`config.mk`:
```
export PLATFORM = sky130hd
export DESIGN_NAME = draw_tri_sched
export DESIGN_NICKNAME = d
export VERILOG_FILES = /design/src/rtl/draw_sched_pkg.sv /design/src/rtl/draw_sched_fifo.sv /design/src/rtl/draw_tri_sched.sv
export SDC_FILE = /design/constraint.sdc
export NUM_CORES = 1
export LEC_CHECK = 0
export ABC_AREA = 1
export CORE_UTILIZATION = 52
export DETAILED_ROUTE_END_ITERATION = 16
export DONT_BUFFER_PORTS = 1
export PLACE_DENSITY_LB_ADDON = 0.3
export SLEW_MARGIN = 5
export SYNTH_ARGS = -nofsm -noshare
export SYNTH_HDL_FRONTEND = slang
export SYNTH_SLANG_ARGS = --single-unit
```
`constraint.sdc`:
```
create_clock -name CLK -period 4.8 [get_ports CLK]
set_input_delay 0.96 -clock CLK [delete_from_list [all_inputs] [get_ports CLK]]
set_output_delay 0.96 -clock CLK [all_outputs]
set_load 0.02 [all_outputs]
```
`src/rtl/draw_sched_pkg.sv`:
```
`default_nettype none
// ============================================================================
// Module   : draw_sched_pkg
// Brief    : Shared state encoding and widths for the triangle draw scheduler.
// Revision : 1.0 - initial release
// ============================================================================
package draw_sched_pkg;

    localparam logic [1:0] C_ST_IDLE      = 2'd0;
    localparam logic [1:0] C_ST_WAIT_BUSY = 2'd1;
    localparam logic [1:0] C_ST_WAIT_DONE = 2'd2;

    localparam int C_ADDR_W = 16;

    // Queue occupancy needs one bit more than the pointer index to represent "full".
    function automatic int qcnt_w(input int qdepth);
        return $clog2(qdepth) + 1;
    endfunction

endpackage
`default_nettype wire

```
`src/rtl/draw_sched_fifo.sv`:
```
`default_nettype none
// ============================================================================
// Module   : draw_sched_fifo
// Brief    : Register FIFO with wrap-around pointers, push/pop/flush and count.
// Revision : 1.0 - initial release
// ============================================================================
module draw_sched_fifo
    import draw_sched_pkg::*;
#(
    parameter int QDEPTH = 8,
    parameter int DW     = C_ADDR_W
) (
    input  logic                      CLK,
    input  logic                      rst_n,
    input  logic                      push,
    input  logic                      pop,
    input  logic                      flush,
    input  logic [DW-1:0]             din,
    output logic [DW-1:0]             dout,
    output logic                      full,
    output logic                      empty,
    output logic [qcnt_w(QDEPTH)-1:0] count
);

    localparam int              C_AW   = $clog2(QDEPTH);
    localparam int              C_CW   = qcnt_w(QDEPTH);
    localparam logic [C_CW-1:0] C_FULL = C_CW'(QDEPTH);

    logic [DW-1:0]   r_mem [QDEPTH];
    logic [C_CW-1:0] r_wr_ptr;
    logic [C_CW-1:0] r_rd_ptr;
    logic            w_do_push;
    logic            w_do_pop;

    assign count     = r_wr_ptr - r_rd_ptr;
    assign full      = (count == C_FULL);
    assign empty     = (count == '0);
    assign dout      = r_mem[r_rd_ptr[C_AW-1:0]];
    assign w_do_push = push && !full && !flush;
    assign w_do_pop  = pop && !empty;

    always_ff @(posedge CLK or negedge rst_n) begin
        if (!rst_n) begin
            r_wr_ptr <= '0;
            r_rd_ptr <= '0;
        end else begin
            if (w_do_push)
                r_wr_ptr <= r_wr_ptr + C_CW'(1);
            // Flush catches the read pointer up to the write pointer.
            if (flush)
                r_rd_ptr <= r_wr_ptr;
            else if (w_do_pop)
                r_rd_ptr <= r_rd_ptr + C_CW'(1);
        end
    end

    always_ff @(posedge CLK) begin
        if (w_do_push)
            r_mem[r_wr_ptr[C_AW-1:0]] <= din;
    end

endmodule
`default_nettype wire

```
`src/rtl/draw_tri_sched.sv`:
```
`default_nettype none
// ============================================================================
// Module   : draw_tri_sched
// Brief    : Queues draw commands and issues them one at a time to the
//            triangle draw engine, tracking completions and errors.
// Options  : DRAW_SCHED_WDT_EN enables the busy/done watchdog (TIMEOUT).
// Revision : 1.0 - initial release
// ============================================================================
module draw_tri_sched
    import draw_sched_pkg::*;
#(
    parameter int DEPTH   = 1024,
    parameter int QDEPTH  = 8,
    parameter int TIMEOUT = 64
) (
    input  logic                      CLK,
    input  logic                      rst_n,
    input  logic                      cmd_valid,
    input  logic [C_ADDR_W-1:0]       cmd_edge_addr,
    output logic                      cmd_ready,
    input  logic                      flush,
    input  logic                      draw_busy,
    output logic                      draw_req_pulse,
    output logic [C_ADDR_W-1:0]       draw_edge_addr,
    output logic [qcnt_w(QDEPTH)-1:0] q_count,
    output logic                      sched_idle,
    output logic                      done_pulse,
    output logic [15:0]               done_count,
    output logic                      err_range,
    output logic                      err_timeout
);

    localparam logic [C_ADDR_W:0] C_DEPTH = (C_ADDR_W+1)'(DEPTH);

    logic [1:0]          r_state;
    logic [1:0]          w_state_nxt;
    logic                r_req;
    logic [C_ADDR_W-1:0] r_addr;
    logic                r_done;
    logic [15:0]         r_done_cnt;
    logic                r_err_range;

    logic                w_full;
    logic                w_empty;
    logic [C_ADDR_W-1:0] w_fifo_dout;
    logic                w_accept;
    logic                w_in_range;
    logic                w_push;
    logic                w_reject;
    logic                w_pop;
    logic                w_done;
    logic                w_wdt_fire;
    logic                w_timeout;

    assign cmd_ready  = !w_full && !flush;
    assign w_accept   = cmd_valid && cmd_ready;
    assign w_in_range = ({1'b0, cmd_edge_addr} < C_DEPTH);
    assign w_push     = w_accept && w_in_range;
    assign w_reject   = w_accept && !w_in_range;

    draw_sched_fifo #(
        .QDEPTH (QDEPTH),
        .DW     (C_ADDR_W)
    ) u_fifo (
        .CLK   (CLK),
        .rst_n (rst_n),
        .push  (w_push),
        .pop   (w_pop),
        .flush (flush),
        .din   (cmd_edge_addr),
        .dout  (w_fifo_dout),
        .full  (w_full),
        .empty (w_empty),
        .count (q_count)
    );

    always_ff @(posedge CLK or negedge rst_n) begin
        if (!rst_n)
            r_state <= C_ST_IDLE;
        else
            r_state <= w_state_nxt;
    end

    always_comb begin
        w_state_nxt = r_state;
        case (r_state)
            C_ST_IDLE: begin
                if (!w_empty && !draw_busy)
                    w_state_nxt = C_ST_WAIT_BUSY;
            end
            C_ST_WAIT_BUSY: begin
                if (w_wdt_fire)
                    w_state_nxt = C_ST_IDLE;
                else if (draw_busy)
                    w_state_nxt = C_ST_WAIT_DONE;
            end
            C_ST_WAIT_DONE: begin
                if (!draw_busy || w_wdt_fire)
                    w_state_nxt = C_ST_IDLE;
            end
            default: w_state_nxt = C_ST_IDLE;
        endcase
    end

    // A genuine completion on the watchdog's last cycle wins over the timeout.
    always_comb begin
        w_pop     = (r_state == C_ST_IDLE) && !w_empty && !draw_busy;
        w_done    = (r_state == C_ST_WAIT_DONE) && !draw_busy;
        w_timeout = w_wdt_fire && !w_done;
    end

    always_ff @(posedge CLK or negedge rst_n) begin
        if (!rst_n) begin
            r_req       <= 1'b0;
            r_addr      <= '0;
            r_done      <= 1'b0;
            r_done_cnt  <= '0;
            r_err_range <= 1'b0;
        end else begin
            r_req  <= w_pop;
            r_done <= w_done;
            if (w_pop)
                r_addr <= w_fifo_dout;
            if (w_done)
                r_done_cnt <= r_done_cnt + 16'd1;
            if (w_reject)
                r_err_range <= 1'b1;
        end
    end

`ifdef DRAW_SCHED_WDT_EN
    localparam int                C_WDT_W    = ($clog2(TIMEOUT+1) > 8) ? $clog2(TIMEOUT+1) : 8;
    localparam logic [C_WDT_W-1:0] C_WDT_LAST = C_WDT_W'(TIMEOUT - 1);

    logic [C_WDT_W-1:0] r_wdt;
    logic               r_err_timeout;

    always_ff @(posedge CLK or negedge rst_n) begin
        if (!rst_n) begin
            r_wdt         <= '0;
            r_err_timeout <= 1'b0;
        end else begin
            if (w_pop)
                r_wdt <= '0;
            else if (r_state != C_ST_IDLE)
                r_wdt <= r_wdt + C_WDT_W'(1);
            if (w_timeout)
                r_err_timeout <= 1'b1;
        end
    end

    assign w_wdt_fire  = (r_state != C_ST_IDLE) && (r_wdt == C_WDT_LAST);
    assign err_timeout = r_err_timeout;
`else
    assign w_wdt_fire  = 1'b0;
    assign err_timeout = 1'b0;
`endif

    assign draw_req_pulse = r_req;
    assign draw_edge_addr = r_addr;
    assign done_pulse     = r_done;
    assign done_count     = r_done_cnt;
    assign err_range      = r_err_range;
    assign sched_idle     = (r_state == C_ST_IDLE) && w_empty;

endmodule
`default_nettype wire
```
Yosys cells after proc, flatten, opt, wreduce, memory -nomap -nowiden
Memory sizes are Yosys's and may differ from the RTL's. A register that Yosys moved wholly into a read port is not among the register bits.
Index checks and enable logic that the tools add are counted.
{ "totals": {"register_bits": 29, "ram_bits": 128, "input_bits": 21, "output_inout_bits": 42, "elab_cells": 49, "memories": 1} }
{ "classes": {"add_sub_neg": 4, "n_lt_le_gt_ge": 1, "eq_ne": 6, "mux": 8, "n_reduce_logical": 22} }
{ "mem_list": {"columns": ["name", "depth", "word_bits", "read_ports", "rd_ports_with_merged_regs", "write_ports", "line", "source"], "rows": [
  ["u_fifo.r_mem", 8, 16, 1, 1, 1, "draw_sched_fifo.sv:29", "logic [DW-1:0] r_mem [QDEPTH];"]
]} }
{ "ops": {"columns": ["operator", "n"], "rows": [
  ["16-bit by 1-bit adder with 16-bit output (second input constant)", 1],
  ["16-bit by 11-bit less-than comparator with 1-bit output (second input constant)", 1],
  ["1-bit logical AND", 12],
  ["4-bit by 1-bit adder with 4-bit output (second input constant)", 2],
  ["4-bit two-way mux", 2],
  ["1-bit zero test", 6],
  ["2-bit two-way mux", 3],
  ["2-bit inequality test (second input constant)", 3],
  ["2-bit case mux with 3 select lines", 1],
  ["4-bit == test (second input constant)", 1],
  ["4-bit zero test", 1],
  ["4-bit subtractor", 1],
  ["3-bit AND reduction", 1],
  ["2-bit by 1-bit == test with 1-bit output (second input constant)", 1],
  ["2-bit == test (second input constant)", 1],
  ["2-bit zero test", 1],
  ["1-bit two-way mux", 2],
  ["2-bit nonzero test", 1]
]} }

Depth between registers and ports, before layout
Gate-level depths: netlist (run 1).
{ "logic_depth": {"depth_word": 10, "mapped_depth": 15, "depth_no_buf": 13} }

Cells and area by module
From an unflattened synthesis (run 1), not the netlist that was laid out.
{ "hier_totals": {"hier_cells": 673, "area_unflattened_um2": 7399.6} }
{ "by_module_without_submodules": {"columns": ["module", "instances", "cells_each", "area_per_inst_um2", "seq_area_each_um2"], "rows": [
  ["draw_sched_fifo", 1, 480, 5701.7, 4043.9],
  ["draw_tri_sched", 1, 193, 1697.9, 925.9]
]} }

Worst setup path after synthesis (run 1)
No wires, ideal clock.
{ "synth_path": {"path_kind": "register to register", "startpoint": "register u_fifo.r_wr_ptr[0]", "endpoint": "memory u_fifo.r_mem[1][0] (netlist bit) (enable)", "setup_time_ns": 0.409, "t_arrival_ns": 3.248, "t_required_ns": 4.391, "path_slack_ns": 1.143, "stages_incl_launch_ff": 12, "n_path_buf": 2, "cell_sequence": "dfrtp_1 clkbuf_1 inv_1 ha_1 inv_1 fa_1 or2_1 nor2_4 nand3_1 nand4_2 buf_6 nor3_1"} }
{ "synth_via": {"elab_chain_cells": 10} }
{ "synth_rtl": {"columns": ["element", "line", "source"], "rows": [
  ["from (decl)", "draw_sched_fifo.sv:30", "logic [C_CW-1:0] r_wr_ptr;"],
  ["from (signal assigned)", "draw_sched_fifo.sv:48", "r_wr_ptr <= r_wr_ptr + C_CW'(1);"],
  ["4-bit subtractor *", "draw_sched_fifo.sv:35", "assign count = r_wr_ptr - r_rd_ptr;"],
  ["net q_count[1]", "draw_tri_sched.sv:25", "output logic [qcnt_w(QDEPTH)-1:0] q_count,"],
  ["4-bit == test *", "draw_sched_fifo.sv:36", "assign full = (count == C_FULL);"],
  ["1-bit zero test *", "draw_sched_fifo.sv:39, draw_tri_sched.sv:55", null],
  ["1-bit logical AND", "draw_tri_sched.sv:55", "assign cmd_ready = !w_full && !flush;"],
  ["1-bit logical AND", "draw_tri_sched.sv:56", "assign w_accept = cmd_valid && cmd_ready;"],
  ["1-bit logical AND", "draw_tri_sched.sv:58", "assign w_push = w_accept && w_in_range;"],
  ["1-bit logical AND * (2 in a row)", "draw_sched_fifo.sv:39", "assign w_do_push = push && !full && !flush;"],
  ["1-bit two-way mux *", "draw_sched_fifo.sv:58", "if (w_do_push)"],
  ["1-bit two-way mux (not written as such) *", "draw_sched_fifo.sv:59", "r_mem[r_wr_ptr[C_AW-1:0]] <= din;"],
  ["to (decl)", "draw_sched_fifo.sv:29", null]
]} }
The timed path passes the listed nets; every way through them passes the cells marked *.

Worst setup path in the final report (run 1)
{ "layout_path": {"startpoint": "register u_fifo.r_wr_ptr[0]", "endpoint": "output port sched_idle"} }
{ "layout_via": {"elab_chain_cells": 3} }
{ "layout_rtl": {"columns": ["element", "line", "source"], "rows": [
  ["4-bit subtractor", "draw_sched_fifo.sv:35", null],
  ["net q_count[1]", "draw_tri_sched.sv:25", null],
  ["4-bit zero test", "draw_sched_fifo.sv:37", "assign empty = (count == '0);"],
  ["1-bit logical AND", "draw_tri_sched.sv:164", "assign sched_idle = (r_state == C_ST_IDLE) && w_empty;"],
  ["to (decl)", "draw_tri_sched.sv:26", "output logic sched_idle,"]
]} }
The timed path passes the listed nets, and every way through them passes these cells.

==> results of run 1 <==
==> final timing paths <==
| check | startpoint | end | slack [ns] | depth (start not counted) |
|---|---|---|---|---|
| worst max register to register | u_fifo.r_rd_ptr[2]$_DFFE_PN0P_ | u_fifo.r_mem[1][2]$_DFFE_PP_ | 1.31 | 10 |
| max in group asynchronous | rst_n | u_fifo.r_rd_ptr[0]$_DFFE_PN0P_ | 4.48 | 0 |
| worst min-delay path | rst_n | r_state[1]$_DFFE_PN0P_ | 0.22 | 0 |
| worst min register to register | r_state[0]$_DFFE_PN0P_ | r_state[0]$_DFFE_PN0P_ | 0.56 | 2 |
| min in group CLK | r_state[0]$_DFFE_PN0P_ | r_state[0]$_DFFE_PN0P_ | 0.56 | 2 |
| worst max-delay path | u_fifo.r_wr_ptr[0]$_DFFE_PN0P_ | sched_idle | 0.93 | 8 |
==> layer usage <==
metal,vias up,GRT usage,part of all wire
li1,2196,-,-
met1,2221,0.286,0.42
met2,179,0.357,0.49
met3,17,0.0642,0.073
met4,0,0.0687,0.011
met5,-,0,0
==> logic make-up after synthesis <==
logic type / count (synthesis)
XOR/XNOR: 17
AND/OR/NAND/NOR: 272
adder cells (fa/ha/maj): 7
flip-flops: 173
other: 1
AO/OA/AOI/OAI: 108
buffers and inverters: 61
==> critical path, cell delays in order, from the launching register on <==
cell     delay, ns
dfrtp_1       0.55
inv_1         0.21
ha_1          0.23
inv_1         0.09
fa_1          0.53
or2_1         0.31
nor2_4        0.13
nand2_2       0.11
nor2_1        0.33
==> report_power, final <==
part	internal, mW	leakage [nW]	total, mW	switching [mW]
Combinational	0.296	1.09	0.967	0.671
Sequential	1.72	1.72	1.93	0.218
Clock	0.773	0.275	1.31	0.541
==> per-stage QoR <==
stage / std cells / cell area, µm² / worst slack (ns)
3_5_place_dp: 799 / 7440 / 1.30
5_1_grt: 831 / 8010 / 0.802
3_3_place_gp: 799 / 7440 / 1.44
4_1_cts: 831 / 8010 / 0.933
2_1_floorplan: 639 / 7270 / 1.14
6_report: 831 / 8010 / 0.934
==> flip-flops by register name, summed over array words and instances, names as in the netlist <==
| signal | count |
|---|---|
| done_count | 16 |
| done_pulse | 1 |
| draw_edge_addr | 16 |
| draw_req_pulse | 1 |
| err_range | 1 |
| r_state | 2 |
| u_fifo.r_mem | 128 |
| u_fifo.r_rd_ptr | 4 |
| u_fifo.r_wr_ptr | 4 |
==> cell usage in the layout, fill, tap and decap left out, drive strengths merged, types with 9 or more instances in the layout <==
cell,instances
buf,13
clkbuf,20
clkinv,9
dfrtp,45
edfxtp,128
inv,30
nand2,155
nand3,15
nor2,84
nor3,12
o21ai,73
o22ai,32
xor2,13
==> layout make-up <==
type / instances / area [µm²] / share of cell area
multi-input combinational: 405 / 2030 / 0.254
clock inverter: 12 / 121 / 0.0152
timing repair buffer: 13 / 97.6 / 0.0122
tap: 176 / 220 / 0.0275
clock buffer: 20 / 447 / 0.0558
inverter: 32 / 123 / 0.0153
sequential: 173 / 4970 / 0.621
==> key figures, run 1 <==
Route
  – Vias: ~4600
  – Wire per inst: approximately 18 µm
  – DRT iter0 DRCs: ~380
  – Number of remaining DRC errors: 0
  – Pre-antenna DRT Iters: 7
  – WL final: ~15000 µm
  – Final ANT Viol Nets: 0
  – Avg Vias per Cell: 5.55

Yosys
  – Top_reg_cell synth: edfxtp_1
  – Adder-cell share of the synthesized area: 0.0131
  – Synth area leaders: edfxtp_1 (53%), dfrtp_1 (15%), nand2_1 (7.3%)
  – Yosys warnings: 0
  – Synth area leader: edfxtp_1
  – Post-synth EDFFs: 128
  – Post-synthesis cell type count: 37
  – XOR/XNOR share of the synthesized area: 0.0205
  – Post-synth top cells: nand2_1 (141), edfxtp_1 (128), nor2_1 (79)
  – Post-Synth Simple-Gate Area: 0.162
  – Count leader, synth: nand2_1
  – Syn_nets: approximately 670
  – Post-synth ARST share: 0.260
  – Sequential fraction of the synthesis area: 0.683
  – Mapped Area: just over 7000 µm²
  – Mapped Cells: 639
  – Synth Area in Compound Gates: 0.0807
  – Mean Syn Cell Area: roughly 11 µm²
  – #FFs+latches synth: roughly 170
  – Largest family of logic cells by synthesized area: simple AND/OR/NAND/NOR gates
  – Mux cell area share after synthesis: 0
  – Top cell type's share of synthesized area: 0.528

Flow run
  – Total of max-cap violations: 0

Finish
  – Antenna Cells: 0
  – Area grow syn2layout: 10.1%
  – Layout cells sized above 1: 0.116
  – Final core area utilization: 0.595
  – # fillers: 1054
  – Final net count: 670

Run status
  – Run status: completed

Power
  – Tot Pwr: around 4.2 mW
  – Pwr dens: 526 nW/µm²
  – Peak supply drop: between 0.2 and 0.3 mV
  – Leak: about 3 nW

STA
  – WHS: roughly 0.22 ns
  – Min Clock Period, post-route: 3.87 ns
  – Final setup fails: 0
  – Fin crit share: 0.805
  – Slew at the pin closest to its max-slew limit: slightly above 0.8 ns
  – TNS Setup: 0 ns
  – Final Hold Vio Count: 0
  – Max Fclk: about 260 MHz
  – Max_slew headroom: 0.459
  – RSZ-0062 raised after global routing: false
  – Max-slew violations: 0
  – Layout Skew: between 0.009 and 0.01 ns

Placed design
  – Final HPWL from detailed placement: 8740 µm
  – I/O Buffers: 0
  – Gpl congestion: 0.838

Floorplan
  – Die Y: approximately 120 µm
  – Die area: 14500 µm²
  – Core area: roughly 13000 µm²
  – Placement Rows: between 40 and 50
  – IO Count: 63
  – DIE WIDTH: about 120 µm
  – Initial core utilization: 0.541

Clock tree
  – Setup repair bufs after CTS: 0
  – Number of buffers created by CTS: 17
  – CTS root buffer: clkbuf_16
  – CTS sink cnt: roughly 170
  – Hold-fix buffers at CTS: 0
  – CTS clk-pin slew, worst paths: 0.07 ns
  – CTS resizes: 0
  – Clk_lat worst skew: 0.43 ns
  – Maximum buffer depth of the clock tree: 2
  – H-tree depth: 4
  – CTS tree: done

Global route
  – Largest net degree at the start of global routing: between 60 and 70
  – Antenna violations before repair: 0
  – Congestion Overflow GR: 0
  – Tot GR Track Use: 0.220
  – Vias in the first global route: around 4500
  – First-pass GRT wire length: between 20000 and 25000 µm

Worst setup path
  – Largest fanout on the critical path: 9
  – Startpoint Class: flip-flop
  – Crit end category: output pin
  – Arrival time worst endpoint: between 2 and 3 ns
  – Setup Crit Path Kind: flip-flop to output pin
  – CP Data Required Time: around 3.8 ns

Min path
  – Class of the worst hold path: primary input to async pin
No activity file was read; power rests on OpenSTA's default activity.
==> run 2, diff against run 1 <==
==> constraint.sdc (replaced) <==
create_clock -name CLK -period 4 [get_ports CLK]
set_input_delay 0.8 -clock CLK [delete_from_list [all_inputs] [get_ports CLK]]
set_output_delay 0.8 -clock CLK [all_outputs]
set_load 0.02 [all_outputs]
==> key figures, run 2 (same netlist as run 1, synthesis figures left out) <==
Run status
  – Run status: completed

Clock tree
  – H-tree depth: 4 (unchanged)
  – Number of buffers created by CTS: 17 (unchanged)
  – CTS clk-pin slew, worst paths: 0.06 ns (about the same)
  – CTS resizes: 0 (unchanged)
  – CTS tree: done
  – Maximum buffer depth of the clock tree: 2 (unchanged)
  – Setup repair bufs after CTS: 0 (unchanged)
  – Hold-fix buffers at CTS: 0 (unchanged)
  – Clk_lat worst skew: 0.43 ns (about the same)
  – CTS sink cnt: 173 (unchanged)
  – CTS root buffer: clkbuf_16

Floorplan
  – Die Y: 120 µm (unchanged)
  – DIE WIDTH: 120 µm (unchanged)
  – Die area: 14500 µm² (unchanged)
  – Core area: 13500 µm² (unchanged)
  – Initial core utilization: 0.541 (unchanged)
  – IO Count: 63 (unchanged)
  – Placement Rows: 42 (unchanged)

Placed design
  – Pre-CTS setup slack: 0.852 ns (-0.445 ns)
  – Gpl congestion: 0.826 (-1.5%)
  – Dpl cells: 803 (+0.50%)
  – I/O Buffers: 0 (unchanged)
  – Dpl cell area: 7470 µm² (+0.40%)
  – Final HPWL from detailed placement: 9920 µm (+14%)

Finish
  – Commonest non-fill, non-tap cell in the layout: nand2_1
  – Final core area utilization: 0.601 (+0.00549)
  – Antenna Cells: 0 (unchanged)
  – Layout cells sized above 1: 0.118 (+0.00233)
  – Cell area after layout: 8080 µm² (+0.92%)
  – Largest register FFs: 128 (unchanged)
  – Most frequent cells in the layout: nand2_1 (141), edfxtp_1 (128), nor2_1 (79), o21ai_0 (69), dfrtp_1 (44)
  – Final net count: 674 (+0.60%)
  – Area grow syn2layout: 11.1%
  – Non-Filler Instances: 835 (+0.48%)

STA
  – Min Clock Period, post-route: about 3.5 ns
  – Final setup fails: 0 (unchanged)
  – TNS Setup: 0 ns (unchanged)
  – WHS: 0.0624 ns (-0.156 ns)
  – Max-slew violations: 0 (unchanged)
  – Final Hold Vio Count: 0 (unchanged)
  – Slew at the pin closest to its max-slew limit: 0.657 ns (-0.153 ns)
  – Layout Skew: 0.0145 ns (+0.00534 ns)
  – RSZ-0062 raised after global routing: false
  – Max_slew headroom: 0.562 (+0.103)
  – Worst setup margin: 0.518 ns (-0.417 ns)
  – Max Fclk: 287 MHz
  – Fin crit share: 0.871

Min path
  – Class of the worst hold path: primary input to async pin

Route
  – WL final: 16000 µm (+7.8%)
  – Wire per inst: 19.1 µm (+7.3%)
  – Pre-antenna DRT Iters: 5 (-2)
  – Avg Vias per Cell: 5.67 (+2.1%)
  – Number of remaining DRC errors: 0 (unchanged)
  – DRT iter0 DRCs: 513 (+36%)
  – Vias: 4731 (+2.6%)
  – Final ANT Viol Nets: 0 (unchanged)

Global route
  – Antenna violations before repair: 0 (unchanged)
  – First-pass GRT wire length: 25000 µm (+6.1%)
  – Tot GR Track Use: 0.236 (+0.0161)
  – Congestion Overflow GR: 0 (unchanged)
  – Vias in the first global route: 4683 (+4.0%)
  – Largest net degree at the start of global routing: 69 (unchanged)

Flow run
  – Total of max-cap violations: 0 (unchanged)

Worst setup path
  – Crit end category: output pin
  – Largest fanout on the critical path: 9 (unchanged)
  – CP Data Required Time: 3.20 ns (-0.64 ns)
  – Startpoint Class: flip-flop
  – Setup Crit Path Kind: flip-flop to output pin
  – Arrival time worst endpoint: 2.68 ns (-0.23 ns)

Power
  – Tot Pwr: 5.23 mW (+24%)
  – Leak: 3.12 nW (+0.78%)
  – Peak supply drop: 0.360 mV (+22%)
  – Pwr dens: 646 nW/µm² (+23%)
run 2: changes by cell type in the layout (fill, tap and decap cells not counted), sizes merged:
cell and delta:
clkinv -5, buf +4, bufinv +2, clkinvlp +2, clkbuf +1
run 2: worst max-delay path, stage by stage (launching register included):
cell,delay (ns)
dfrtp_1,0.55
inv_1,0.23
ha_1,0.23
inv_1,0.08
fa_1,0.42
or2_1,0.27
nor2_4,0.12
nand2_2,0.10
nor2_1,0.10
buf_4,0.15
run 2: cell type report:
cell class	instances	area [µm²]
Inverter	32	123
Multi-Input combinational cell	405	2030
Tap cell	176	220
Fill cell	1085	5370
Clock inverter	11	171
Sequential cell	173	4970
Clock buffer	21	440
Timing Repair Buffer	17	128
run 2: path summary, 6_finish.rpt:
| check | start | to | slack (ns) | cells past startpoint |
|---|---|---|---|---|
| worst max-delay path | u_fifo.r_wr_ptr[0]$_DFFE_PN0P_ | sched_idle | 0.52 | 9 |
| worst min-delay path | rst_n | draw_edge_addr[12]$_DFFE_PN0P_ | 0.06 | 0 |
| worst max register to register | u_fifo.r_wr_ptr[0]$_DFFE_PN0P_ | u_fifo.r_mem[1][14]$_DFFE_PP_ | 0.83 | 12 |
| worst min register to register | r_state[0]$_DFFE_PN0P_ | r_state[0]$_DFFE_PN0P_ | 0.56 | 2 |
| max in group asynchronous | rst_n | u_fifo.r_rd_ptr[0]$_DFFE_PN0P_ | 3.84 | 0 |
| min in group CLK | draw_busy | r_state[0]$_DFFE_PN0P_ | 0.46 | 1 |
run 2: layer usage:
| layer | vias to the layer above | global-route usage | wire length, µm |
|---|---|---|---|
| met5 | - | 0 | 0 |
| met4 | 0 | 0.0895 | 168 |
| met3 | 15 | 0.0604 | 1230 |
| met2 | 173 | 0.362 | 7530 |
| met1 | 2340 | 0.325 | 7020 |
| li1 | 2203 | - | - |
run 2: report_power, final:
part           switching (mW)  total (mW)  internal, mW
Combinational           0.841        1.21         0.368
Clock                   0.668        1.71          1.04
Sequential              0.244        2.30          2.06
==> run 3, diff against run 2 <==
--- a/config.mk
+++ b/config.mk
@@ -10,6 +10,7 @@
 export DETAILED_ROUTE_END_ITERATION = 16
 export DONT_BUFFER_PORTS = 1
 export PLACE_DENSITY_LB_ADDON = 0.3
+export REMOVE_ABC_BUFFERS = 1
 export SLEW_MARGIN = 5
 export SYNTH_ARGS = -nofsm -noshare
 export SYNTH_HDL_FRONTEND = slang
==> key figures, run 3 (same netlist as run 1, synthesis figures left out) <==
Clock tree
  – CTS resizes: 0 (unchanged)
  – H-tree depth: 4 (unchanged)
  – Maximum buffer depth of the clock tree: 2 (unchanged)
  – Setup repair bufs after CTS: 0 (unchanged)
  – Hold-fix buffers at CTS: 0 (unchanged)
  – CTS sink cnt: 173 (unchanged)
  – Clk_lat worst skew: 0.42 ns (about the same)
  – CTS clk-pin slew, worst paths: 0.07 ns (about the same)
  – CTS root buffer: clkbuf_16
  – Number of buffers created by CTS: 17 (unchanged)
  – CTS tree: done

Worst setup path
  – Worst reg2reg endpoint: u_fifo.r_mem[1][14]$_DFFE_PP_
  – Worst R2R Setup Slack: 0.92 ns (+0.09 ns)
  – Reg2reg path depth: 12 (unchanged)
  – Critical path's most frequent cell: inv_1
  – Buf/Inv on CP: 2 (-1)
  – Startpoint Class: flip-flop
  – RR Startpoint: u_fifo.r_wr_ptr[0]$_DFFE_PN0P_
  – CP Data Required Time: 3.20 ns (about the same)
  – Top delay family on crit path: simple AND/OR/NAND/NOR gates
  – Crit end category: output pin
  – Cells along the critical path: inv_1, ha_1, inv_1, fa_1, or2_1, nor2_4, nand2_2, nor2_1
  – Largest fanout on the critical path: 9 (unchanged)
  – CP max stage cell: dfrtp_1
  – Setup Crit Path Kind: flip-flop to output pin
  – Arrival time worst endpoint: 2.71 ns (+0.03 ns)
  – Worst path max stage delay: 0.55 ns (about the same)

STA
  – RSZ-0062 raised after global routing: false
  – Final setup fails: 0 (unchanged)
  – Layout Skew: 0.0100 ns (-0.00449 ns)
  – Slew at the pin closest to its max-slew limit: 0.676 ns (+0.0184 ns)
  – Fin crit share: 0.876 (+0.00573)
  – Max_slew headroom: 0.550 (-0.0123)
  – Final Hold Vio Count: 0 (unchanged)
  – Max Fclk: 285 MHz (-0.65%)
  – Min Clock Period, post-route: 3.51 ns (+0.0229 ns)
  – TNS Setup: 0 ns (unchanged)
  – Max-slew violations: 0 (unchanged)

Finish
  – Non-Filler Instances: 835 (unchanged)
  – Layout cells sized above 1: 0.121 (+0.00303)
  – Cell area after layout: 8050 µm² (-0.48%)
  – Final core area utilization: 0.598 (-0.00288)
  – Most frequent cells in the layout: nand2_1 (141), edfxtp_1 (128), nor2_1 (79), o21ai_0 (69), dfrtp_1 (44)
  – Antenna Cells: 0 (unchanged)
  – Final net count: 674 (unchanged)
  – Largest register FFs: 128 (unchanged)
  – Commonest non-fill, non-tap cell in the layout: nand2_1
  – Area grow syn2layout: 10.6%

Route
  – Wire per inst: 17.6 µm (-7.7%)
  – Avg Vias per Cell: 5.54 (-2.2%)
  – DRT iter0 DRCs: 318 (-38%)
  – WL final: 14700 µm (-7.7%)
  – Vias: 4628 (-2.2%)
  – Number of remaining DRC errors: 0 (unchanged)
  – Pre-antenna DRT Iters: 5 (unchanged)
  – Final ANT Viol Nets: 0 (unchanged)

Power
  – Peak supply drop: 0.346 mV (-3.8%)
  – Tot Pwr: 5.06 mW (-3.2%)
  – Leak: 3.12 nW (+0.22%)
  – Pwr dens: 629 nW/µm² (-2.8%)

Run status
  – Run status: completed

Global route
  – Largest net degree at the start of global routing: 69 (unchanged)
  – Antenna violations before repair: 0 (unchanged)
  – Tot GR Track Use: 0.222 (-0.0138)
  – Vias in the first global route: 4757 (+1.6%)
  – First-pass GRT wire length: 24000 µm (-4.2%)
  – Congestion Overflow GR: 0 (unchanged)

Floorplan
  – Die Y: 120 µm (unchanged)
  – DIE WIDTH: 120 µm (unchanged)
  – Core area: 13500 µm² (unchanged)
  – Initial core utilization: 0.541 (unchanged)
  – Die area: 14500 µm² (unchanged)
  – IO Count: 63 (unchanged)
  – Placement Rows: 42 (unchanged)

Placed design
  – Gpl congestion: 0.833 (+0.93%)
  – I/O Buffers: 0 (unchanged)
  – Final HPWL from detailed placement: 8810 µm (-11%)
  – Dpl cell area: 7470 µm² (unchanged)
  – Dpl cells: 803 (unchanged)

Min path
  – Class of the worst hold path: primary input to async pin

Flow run
  – Total of max-cap violations: 0 (unchanged)
[run 3: through the flow]
step           hold slack, ns  setup slack (ns)
3_3_place_gp            0.506              1.01
5_1_grt                0.0364             0.367
2_1_floorplan           0.504            -0.342
4_1_cts                0.0521             0.479
6_report               0.0639             0.495
3_5_place_dp            0.506             0.930
[run 3: how the worst max path moves through the flow]
stage / to / depth (start not counted) / startpoint / slack, ns
after floorplan: u_fifo.r_mem[1][0]$_DFFE_PP_ / 8 / u_fifo.r_rd_ptr[0]$_DFFE_PN0P_ / -0.34
after detailed placement: sched_idle / 8 / u_fifo.r_wr_ptr[0]$_DFFE_PN0P_ / 0.93
after global routing: sched_idle / 8 / u_fifo.r_wr_ptr[0]$_DFFE_PN0P_ / 0.37
final: sched_idle / 8 / u_fifo.r_wr_ptr[0]$_DFFE_PN0P_ / 0.49
after CTS: sched_idle / 8 / u_fifo.r_wr_ptr[0]$_DFFE_PN0P_ / 0.48
after global placement: sched_idle / 8 / u_fifo.r_wr_ptr[0]$_DFFE_PN0P_ / 1.01
[run 3: report_power, final]
group | total [mW] | leakage (nW) | switching, mW | internal [mW]
Combinational | 1.18 | 1.11 | 0.811 | 0.370
Clock | 1.57 | 0.286 | 0.676 | 0.894
Sequential | 2.31 | 1.72 | 0.247 | 2.06
[run 3: worst register-to-register path: cells and delay by family, from the launching register on]
family | cells | cell delay [ns]
simple gates | 6 | 1.02
flops | 1 | 0.50
fa+ha+maj | 2 | 0.56
buf+inv | 4 | 0.66
[run 3: area by class of cell]
class / instances / area [µm²]
Fill cell: 1092 / 5410
Sequential cell: 173 / 4970
Multi-Input combinational cell: 405 / 2030
Clock buffer: 22 / 497
Tap cell: 176 / 220
Timing Repair Buffer: 17 / 128
Inverter: 32 / 123
Clock inverter: 10 / 76.3
[run 3: metal layers]
metal,track usage,wire length [µm]
met5,0,0
met4,0.0995,254
met3,0.0580,860
met2,0.371,7530
met1,0.272,6080
==> RTL change (config.mk and constraints of run 1) <==
Add a define of `DRAW_SCHED_WDT_EN`.
--- a/src/rtl/draw_tri_sched.sv
+++ b/src/rtl/draw_tri_sched.sv
@@ -6,6 +6,8 @@
 // Options  : DRAW_SCHED_WDT_EN enables the busy/done watchdog (TIMEOUT).
 // Revision : 1.0 - initial release
 // ============================================================================
+`define DRAW_SCHED_WDT_EN
+
 module draw_tri_sched
     import draw_sched_pkg::*;
 #(
Formal check against the unedited RTL: same outputs for any inputs over 4 cycles, from zero or initial values and one cycle with rst_n low; that may be too few to reach the edited logic, so the function may still have changed.
==> RTL change against run 1 <==
  * Utilization down 0.28 points
  * Cell area up 4.3%
  * Hold slack better by 0.0069 ns
  * Sequential cell count up 9
  * Setup slack worse by 0.069 ns
  * Wire length up 6.3%
  * Final cell count up 5.9%
  * Synthesized area up 4.5%
  * Count of clock-buffer cells in the layout down 1
  * Fmax down 1.8%
  * Total power up 4.7%
  * Register-to-register slack better by 0.06 ns
  * Largest cell class unchanged
  * Highest routed layer unchanged
==> RTL change: results (changes against run 1) <==
- The number of distinct library cells after synthesis came to 36 (was 37).
- Most frequent cells after synthesis: nand2_1, edfxtp_1, nor2_1 (unchanged)
- The synthesized-area fraction occupied by ao, oa, aoi and oai cells was 0.0825 (was 0.0807).
* Synth Area per Inst: 11.1 sq um (was 11.4 sq um)
- The total via count in the routed design came to 4998 (was 4613).
* Wire length of the first global-routing pass: 24800 microns (was 23600 microns)
* Average wire length per cell after detail routing: 17.9 microns (was 17.8 microns)
- The worst clock skew on the final layout came to 0.00890 ns (was 0.00915 ns).
- The part of the Yosys area used for sequential elements is 0.683 (about the same).
* Worst-case vdd ir drop: 0.000293 V (was 0.000295 V)
- The minimum setup slack after placement was 1.34 ns (was 1.30 ns).
- The count of nets after finishing was 716 (was 670).
- Largest cells by area after synthesis: edfxtp_1, dfrtp_1, nand2_1, o21ai_0, nor2_1 (unchanged)
- The share of final-layout standard cells stronger than drive strength 1 is 0.0814 (was 0.116).
* Detailed-router iteration count before antenna repair: 8 (was 7)
- Outcome: finished clean (unchanged).
* Number of global-route vias before repair: 4840 (was 4501)
- The fraction of synthesized cell area in xor and xnor cells is 0.0173 (was 0.0205).
- The worst endpoint data arrival time was 2.97 ns (was 2.91 ns).
- The routability congestion estimate is 0.779 (was 0.838).
* Global-route usage over all layers: 0.224 (was 0.220)
* Number of non-filler instances in the completed layout: 880 (was 831)
* Slew @ Worst Pin: 1.19 ns (was 0.810 ns)
- The sum of net half-perimeters after detailed placement came to 9990 microns (was 8740 microns).
- Share of synthesized registers carrying an async set or reset: 0.297 (was 0.260)
## RTL change: cell count changes in the layout (fill, tap and decap cells not counted), moves of 4 or more
cell	run 1	this run
nand2_1	141	172
nand2_2	12	1
dfrtp_1	44	53
nand3_1	14	22
clkinv_1	2	8
nor2_1	79	85
clkinv_2	6	1
o21ai_0	69	73
## RTL change: worst reg2reg max path, delay by kind of cell (launching register included)
family | cells | cell delay, ns
adders and majority gates | 1 | 0.40
and+or+nand+nor | 6 | 1.30
DFF | 1 | 0.82
buffers and inverters | 3 | 0.57
## RTL change: power by group through the flow
| stage | registers (mW) | logic, mW | clock network, mW |
|---|---|---|---|
| floorplan | 2.02 | 0.864 | 0 |
| global route | 2.06 | 1.23 | 1.37 |
| CTS | 2.04 | 1.08 | 1.31 |
| finish | 2.04 | 1.08 | 1.29 |
| detailed placement | 2.07 | 1.08 | 0 |
| global placement | 2.06 | 1.04 | 0 |
## RTL change: worst paths after layout
kind | from | end | slack [ns]
max | u_fifo.r_wr_ptr[0] | sched_idle | 0.87
min | rst_n | r_wdt[4] | 0.23
max reg2reg | u_fifo.r_rd_ptr[2] | u_fifo.r_mem[6][11] | 1.37
min reg2reg | r_wdt[7] | r_wdt[7] | 0.50
max in group asynchronous | rst_n | done_count[11] | 4.47
min in group CLK | r_wdt[7] | r_wdt[7] | 0.50
## RTL change: kinds of logic after synthesis
family                     Yosys count
adders and majority gates            8
AOI/OAI and AO/OA                  114
buffers and inverters               61
and+or+nand+nor                    306
xor gates and xnor gates            15
DFF                                182
## RTL change: layer usage
layer	vias to the layer above	global-route usage	wire length, microns
met5	-	0	0
met3	25	0.0484	1310
li1	2359	-	-
met2	173	0.369	7600
met1	2441	0.284	6570
met4	0	0.101	254
## RTL change: layout make-up
cell class	count	area [sq um]
Tap cell	180	225
Timing Repair Buffer	13	97.6
Clock buffer	19	433
Inverter	30	113
Fill cell	1128	5740
Sequential cell	182	5200
Multi-Input combinational cell	443	2170
Clock inverter	13	114
## RTL change: metrics by stage
stage                     utilization  hold WS (ns)  cell area (sq um)
after global routing            0.593         0.208               8350
final                           0.593         0.226               8350
after floorplan                     -         0.458               7600
after detailed placement        0.554         0.483               7810
after CTS                       0.593         0.209               8350
after global placement          0.554         0.475               7810
